File: config.mk
export PLATFORM = sky130hd
export DESIGN_NAME = router_reg
export DESIGN_NICKNAME = d
export VERILOG_FILES = /design/src/rtl/router_reg.sv
export SDC_FILE = /design/constraint.sdc
export NUM_CORES = 1
export LEC_CHECK = 0
export CAP_MARGIN = 10
export CORE_UTILIZATION = 45
export CTS_CLUSTER_DIAMETER = 120
export CTS_CLUSTER_SIZE = 8
export DETAILED_ROUTE_END_ITERATION = 8
export GPL_ROUTABILITY_DRIVEN = 0
export PLACE_DENSITY = 0.78
export SKIP_CTS_REPAIR_TIMING = 1
export SYNTH_ARGS = -nofsm -noshare
export SYNTH_HDL_FRONTEND = slang
export SYNTH_SLANG_ARGS = --single-unit
File: constraint.sdc
create_clock -name clock -period 3.15 [get_ports clock]
set_clock_uncertainty 0.1 [all_clocks]
set_input_delay 0.945 -clock clock [delete_from_list [all_inputs] [get_ports clock]]
set_output_delay 0.945 -clock clock [all_outputs]
set_load 0.02 [all_outputs]
File: src/rtl/router_reg.sv
// router_reg: datapath register stage of the 1x3 router.
// Latches the packet header, holds one byte across a FIFO-full stall,
// accumulates packet parity and flags a parity mismatch back to the top level.
module router_reg #(
  parameter int DATA_W = 8
) (
  input  logic              clock,
  input  logic              resetn,
  input  logic              pkt_valid,
  input  logic [DATA_W-1:0] data_in,
  input  logic              fifo_full,
  input  logic              detect_add,
  input  logic              lfd_state,
  input  logic              ld_state,
  input  logic              laf_state,
  input  logic              full_state,
  input  logic              rst_int_reg,
  output logic [DATA_W-1:0] dout,
  output logic              parity_done,
  output logic              low_pkt_valid,
  output logic              err
);

  // The FSM strobes are nominally one-hot; they are collapsed to a single
  // decoded state so every register sees the same winner when several are high.
  typedef enum logic [2:0] {
    ST_NONE,
    ST_DECODE,
    ST_LFD,
    ST_LD,
    ST_LAF,
    ST_FULL,
    ST_RST
  } strobe_e;

  strobe_e           st;
  logic [DATA_W-1:0] header_byte;
  logic [DATA_W-1:0] hold_byte;
  logic [DATA_W-1:0] internal_parity;
  logic [DATA_W-1:0] packet_parity;
  logic              parity_load;

  // Priority decode of the FSM strobes, highest-listed strobe wins.
  // NOTE: st is assigned a default before the if-chain, so no path leaves it
  // unassigned and no latch is inferred.
  always_comb begin
    st = ST_NONE;
    if (detect_add)       st = ST_DECODE;
    else if (lfd_state)   st = ST_LFD;
    else if (ld_state)    st = ST_LD;
    else if (laf_state)   st = ST_LAF;
    else if (full_state)  st = ST_FULL;
    else if (rst_int_reg) st = ST_RST;
  end

  // The parity byte arrives either directly in load_data (FIFO ready) or
  // from hold_byte in load_after_full when it was stalled on a full FIFO.
  always_comb begin
    parity_load = 1'b0;
    if (st == ST_LD && !fifo_full && !pkt_valid)
      parity_load = 1'b1;
    else if (st == ST_LAF && low_pkt_valid && !parity_done)
      parity_load = 1'b1;
  end

  // Header capture; address 3 is not a valid destination and is never latched.
  // NOTE: sequential state uses non-blocking assignments so every register
  // samples the pre-edge values regardless of block ordering.
  always_ff @(posedge clock) begin
    if (!resetn)
      header_byte <= '0;
    else if (st == ST_DECODE && pkt_valid && data_in[1:0] != 2'b11)
      header_byte <= data_in;
  end

  // FIFO write data: header first, then payload/parity, replaying the held
  // byte after a stall.
  always_ff @(posedge clock) begin
    if (!resetn) begin
      dout <= '0;
    end else begin
      case (st)
        ST_LFD:  dout <= header_byte;
        ST_LD:   if (!fifo_full) dout <= data_in;
        ST_LAF:  dout <= hold_byte;
        default: ;
      endcase
    end
  end

  // Byte that arrived while the destination FIFO was full.
  always_ff @(posedge clock) begin
    if (!resetn)
      hold_byte <= '0;
    else if (st == ST_LD && fifo_full)
      hold_byte <= data_in;
  end

  // Running XOR of header and payload. A stalled byte is counted when it is
  // captured into hold_byte, so the replay in load_after_full adds nothing.
  always_ff @(posedge clock) begin
    if (!resetn) begin
      internal_parity <= '0;
    end else begin
      case (st)
        ST_DECODE: internal_parity <= '0;
        ST_LFD:    internal_parity <= internal_parity ^ header_byte;
        ST_LD:     if (pkt_valid) internal_parity <= internal_parity ^ data_in;
        default:   ;
      endcase
    end
  end

  // Received parity byte and its sticky capture flag.
  always_ff @(posedge clock) begin
    if (!resetn) begin
      packet_parity <= '0;
      parity_done   <= 1'b0;
    end else if (st == ST_DECODE) begin
      packet_parity <= '0;
      parity_done   <= 1'b0;
    end else if (parity_load) begin
      packet_parity <= (st == ST_LAF) ? hold_byte : data_in;
      parity_done   <= 1'b1;
    end
  end

  // pkt_valid dropped during load_data: the parity byte is in flight.
  always_ff @(posedge clock) begin
    if (!resetn)
      low_pkt_valid <= 1'b0;
    else if (st == ST_LD && !pkt_valid)
      low_pkt_valid <= 1'b1;
    else if (st == ST_RST)
      low_pkt_valid <= 1'b0;
  end

  // Parity compare, valid from the cycle after parity_done rises until the
  // next header.
  always_ff @(posedge clock) begin
    if (!resetn)
      err <= 1'b0;
    else if (st == ST_DECODE)
      err <= 1'b0;
    else if (parity_done)
      err <= (internal_parity != packet_parity);
  end

endmodule

After elaboration in Yosys (flattened, before gate mapping) --
Cells that the tools add are included.
Storage, ports and cells: register bits 43, input port bits 18, output and inout port bits 11, logic and storage cells 52
Operators by class: equality and inequality tests 9, multiplexer cells 15, bitwise operators 3, reductions and logical operators 17
Operators with widths (number):
- $pmux 8 s3 | 2
- $mux 8 | 3
- $mux 3 | 6
- $xor 8x8->8 | 2
- $logic_and 1x1->1 | 8
- $ne 8x8->1 | 1
- $eq 3x2->1 const B | 2
- $eq 3x3->1 const B | 2
- $ne 2x2->1 const B | 3
- $reduce_bool 3->1 | 2
- $mux 1 | 4
- $reduce_and 2->1 | 2
- $eq 3x1->1 const B | 1
- $logic_not 1->1 | 3
- $reduce_bool 2->1 | 1
- $reduce_or 2->1 | 1
- $not 1->1 | 1

Logic depth before layout (Yosys ltp) --
depth in word-level cells 11, mapped depth 7, mapped depth without buffers 4

Worst setup path after synthesis --
No wires, ideal clock.
path type input port to flip-flop, from input port laf_state, to register dout[0], setup time 0.116 ns, arrival 1.997 ns, data required time 2.934 ns, setup slack 0.937 ns, stages on the path 6, buffers on the path 2, cell sequence clkbuf_1 -> nor2_2 -> o21bai_2 -> and2_1 -> buf_2 -> o211a_1
Between the ends: longest elaborated chain between the ends 7, elaborated cells between the ends (all ways) 11, classes of those cells eq/ne: 4; mux: 5; reduce/logical: 2
Ends and longest elaborated chain:
- from (decl) | RTL line 15 | input logic laf_state,
- $mux 3 (*) | RTL line 51 | else if (laf_state) st = ST_LAF;
- $mux 3 (*) | RTL line 50 | else if (ld_state) st = ST_LD;
- $mux 3 (*) | RTL line 49 | else if (lfd_state) st = ST_LFD;
- $mux 3 (*) | RTL line 48 | if (detect_add) st = ST_DECODE;
- $eq 3x2->1 / $eq 3x3->1 (equally long branches) | RTL line 82 | case (st)
- $ne 2x2->1 (no line) / $reduce_bool 3->1 (equally long branches)
- $reduce_and 2->1 (no line)
- to (signal assigned) | RTL line 83 | ST_LFD: dout <= header_byte;
- to (signal assigned) | RTL line 84 | ST_LD: if (!fifo_full) dout <= data_in;
- to (signal assigned) | RTL line 85 | ST_LAF: dout <= hold_byte;
- to (decl) | RTL line 18 | output logic [DATA_W-1:0] dout,
Every way passes the cells marked *; elsewhere a longest branch is shown, timed or not. A chain may end at the register's enable or synchronous reset.

Final worst setup path --
from input port lfd_state, to register internal_parity[4]
Between the ends: longest elaborated chain between the ends 5, elaborated cells between the ends (all ways) 9, classes of those cells eq/ne: 4; mux: 3; reduce/logical: 2
Ends and longest elaborated chain:
- from (decl) | RTL line 13 | input logic lfd_state,
- $mux 3 (*) | RTL line 49
- $mux 3 (*) | RTL line 48
- $eq 3x2->1 / $eq 3x1->1 (equally long branches) | RTL line 105 | case (st)
- $ne 2x2->1 (no line) / $reduce_bool 3->1 (equally long branches)
- $reduce_and 2->1 (no line)
- to (signal assigned) | RTL line 107 | ST_LFD: internal_parity <= internal_parity ^ header_byte;
- to (signal assigned) | RTL line 108 | ST_LD: if (pkt_valid) internal_parity <= internal_parity ^ data_in;
- to (decl) | RTL line 39 | logic [DATA_W-1:0] internal_parity;
Marked as above.

==> metrics.md <==
| Metric | Value |
|---|---|
| Max Slew Vio Count | `0` |
| Initial antenna violation count | `0` |
| Tmin final | `roughly 2.7 ns` |
| Placed Area | `0.00246 mm²` |
| Final WL | `4710 µm` |
| Cell area after layout | `0.00257 mm²` |
| I/O Buffers | `28` |
| CP max stage delay | `about 0.8 ns` |
| CTS H-tree lvls | `2` |
| Outcome | `complete, no violations` |
| Seq/Total Area, Yosys | `39.7%` |
| Pre-CTS WS | `between 0.15 and 0.2 ns` |
| Total CTS buffers | `5` |
| CTS sink cnt | `43` |
| Synthesized cell area | `between 0.002 and 0.0025 mm²` |
| ANT cells | `0` |
| Most used DFF post-synth | `dfxtp_1` |
| Root buffer cell | `clkbuf_8` |
| Setup TNS | `0 ns` |
| Synthesis-to-finish area growth | `18.6%` |
| Die W | `about 70 µm` |
| Vias post-DR | `around 1800` |
| Synth warnings | `0` |
| Clock slew seen by the registers of the worst setup and hold paths | `0.08 ns` |
| Syn Nets | `between 200 and 300` |
| Maximum fanout along the worst path | `16` |
| CP max stage cell | `a21oi_1` |
| FF+latch count, synth | `43` |
| DP Wirelength | `roughly 3500 µm` |
| WP data arrival | `roughly 2.8 ns` |
| # DRC | `0` |
| First-pass GRT wire length | `between 7000 and 8000 µm` |
| Setup ws final | `roughly 0.46 ns` |
| RSZ-0062 raised after global routing | `false` |
| Pleak | `about 0.96 nW` |
| Crit-path cells | `clkdlybuf4s50_1 -> buf_4 -> a21oi_1 -> o21ai_0 -> a21oi_1` |
| WL/cell | `15.1 µm` |
| Nets | `between 200 and 300` |
| Register area | `861 µm²` |
| Setup violations, final | `0` |
| Hold Fails Final Rpt | `0` |
| Gr ovfl total | `0` |
| Max VDD drop | `281 µV` |
| Vias in the first global route | `roughly 1600` |
| Filler cells | `between 400 and 500` |
| Initial core utilization | `just under 50%` |
| Max clock buf depth | `2` |
| CP dominant cell by count | `a21oi_1` |
| CP Class | `in2reg` |
| Antenna-violating nets left | `0` |
| DR iter-0 viols | `64` |
| CTS tree | `yes` |
| Inst Count DP | `303` |
| CORE AREA | `around 0.0045 mm²` |
| FFs w/ async S/R, synth | `0%` |
| Maxcap violations | `0` |
| DR pass1 iterations | `4` |
| Non-Filler Instances | `~310` |
| Total power | `about 0.0012 W` |
| Worst slew pin tran | `about 1.0 ns` |
| Critical path startpoint category | `primary input` |
| WP data required | `approximately 3.3 ns` |
| Layout cells sized above 1 | `9.65%` |
| Cell Rows | `24` |
| Yosys cell types | `40` |
| Multi-input logic area | `0.00119 mm²` |
| IO Pins | `29` |
| Worst skew pair latency | `slightly below 0.3 ns` |
| Mean Syn Cell Area | `9.28 µm²` |
| EDFF count, synth | `0` |
| Power Dens Cells | `approximately 460 mW/mm²` |
| Endpoint class of the critical path | `register` |
| Die area | `just over 0.005 mm²` |
| Fin crit share | `between 80% and 90%` |
| DR vias/cell | `about 5.7` |
| Min-Delay Path Class | `reg2reg` |
| Max_slew headroom | `a little under a third` |
| GRT Util Overall | `19.7%` |
| Die Y | `about 71 µm` |
| Fmax | `0.372 GHz` |
| Largest net degree at the start of global routing | `20` |
| Mapped Cells | `roughly 230` |
-- state kept, by name, summed over array words and instances, names as in the netlist --
signal           count
dout                 8
header_byte          8
packet_parity        8
parity_done          1
low_pkt_valid        1
err                  1
internal_parity      8
hold_byte            8
-- cell type report --
cell class	instances	area share (%)
multi-input combinational	170	46.1
timing repair buffer	35	12.9
tap	52	2.53
clock inverter	2	1.36
inverter	3	0.438
clock buffer	6	3.21
sequential	43	33.4
-- power breakdown --
part	switching [W]	total, W	internal (W)
Combinational	0.0000886	0.000169	0.0000808
Sequential	0.0000138	0.000576	0.000562
Clock	0.000181	0.000437	0.000257
-- metrics by stage --
stage	hold WS, ns	utilization [%]
floorplan	0.343	-
global placement	0.366	54.5
detailed placement	0.377	54.5
CTS	0.391	57.1
global route	0.406	57.1
finish	0.394	57.1
-- cells in the final DEF (no fill, tap or decap), drive strengths merged --
| cell | n |
|---|---|
| or2 | 1 |
| o41ai | 1 |
| nor4bb | 7 |
| nand4 | 1 |
| a21o | 1 |
| clkdlybuf4s50 | 28 |
| xor2 | 3 |
| dfxtp | 43 |
| and3b | 1 |
| o21ai | 18 |
| a32o | 1 |
| inv | 2 |
| a21boi | 9 |
| a21oi | 17 |
| o211a | 8 |
| nor3b | 1 |
| mux2i | 22 |
| buf | 7 |
| clkinv | 2 |
| nor2 | 15 |
| a31oi | 1 |
| nand2 | 19 |
| or3 | 8 |
| xnor2 | 5 |
| a211oi | 8 |
| o21bai | 1 |
| and2 | 3 |
| bufinv | 1 |
| clkbuf | 6 |
| nor4 | 1 |
| o2111ai | 8 |
| nor2b | 7 |
| o221a | 2 |
| nor4b | 1 |
-- path summary, 6_finish.rpt --
path / slack (ns) / depth (start not counted) / end / from
max: 0.46 / 5 / internal_parity[4]$_SDFFE_PN0P_ / lfd_state
min: 0.39 / 2 / hold_byte[7]$_SDFFE_PN0P_ / hold_byte[7]$_SDFFE_PN0P_
max reg2reg: 1.82 / 4 / packet_parity[2]$_SDFFE_PP0P_ / parity_done$_SDFFE_PP0P_
min reg2reg: 0.39 / 2 / hold_byte[7]$_SDFFE_PN0P_ / hold_byte[7]$_SDFFE_PN0P_
-- layer usage --
| metal | vias to the layer above | track usage, % | routed length, µm |
|---|---|---|---|
| met3 | 4 | 4.36 | 237 |
| met4 | 0 | 5.23 | 32 |
| met2 | 40 | 31.0 | 2110 |
| met5 | - | 0 | 0 |
| li1 | 900 | - | - |
| met1 | 834 | 27.6 | 2330 |
-- cells by family after synthesis --
logic type	Yosys count	synth area share, %
compound gates	75	24.2
xor+xnor	8	3.23
buf+inv	21	5.71
flops	43	39.7
mux	22	10.1
simple gates	65	17.1
-- Yosys cell counts (2+ instances only) --
cell type	number	share of area (%)
dfxtp_1	43	40
mux2i_1	22	10
nand2_1	19	3.3
o21ai_0	18	4.2
a21oi_1	17	3.9
nor2_1	13	2.2
o2111ai_1	8	3.2
o211a_1	8	3.7
or3_1	8	2.3
a211oi_1	7	2.4
a21boi_0	7	2.4
buf_2	7	1.6
nor2b_1	7	2.0
nor4bb_1	7	3.2
clkbuf_1	5	0.86
xnor2_1	5	2.0
and2_1	3	0.86
xor2_1	3	1.2
a21boi_1	2	0.69
buf_6	2	1.0
inv_1	2	0.35
nor2_2	2	0.58
o221a_2	2	1.0
-- critical path, delay by kind of cell --
kind	cells	cell delay, ns
buffers and inverters	2	0.66
AO/OA/AOI/OAI	3	1.19
No activity file was read; power rests on OpenSTA's default activity.
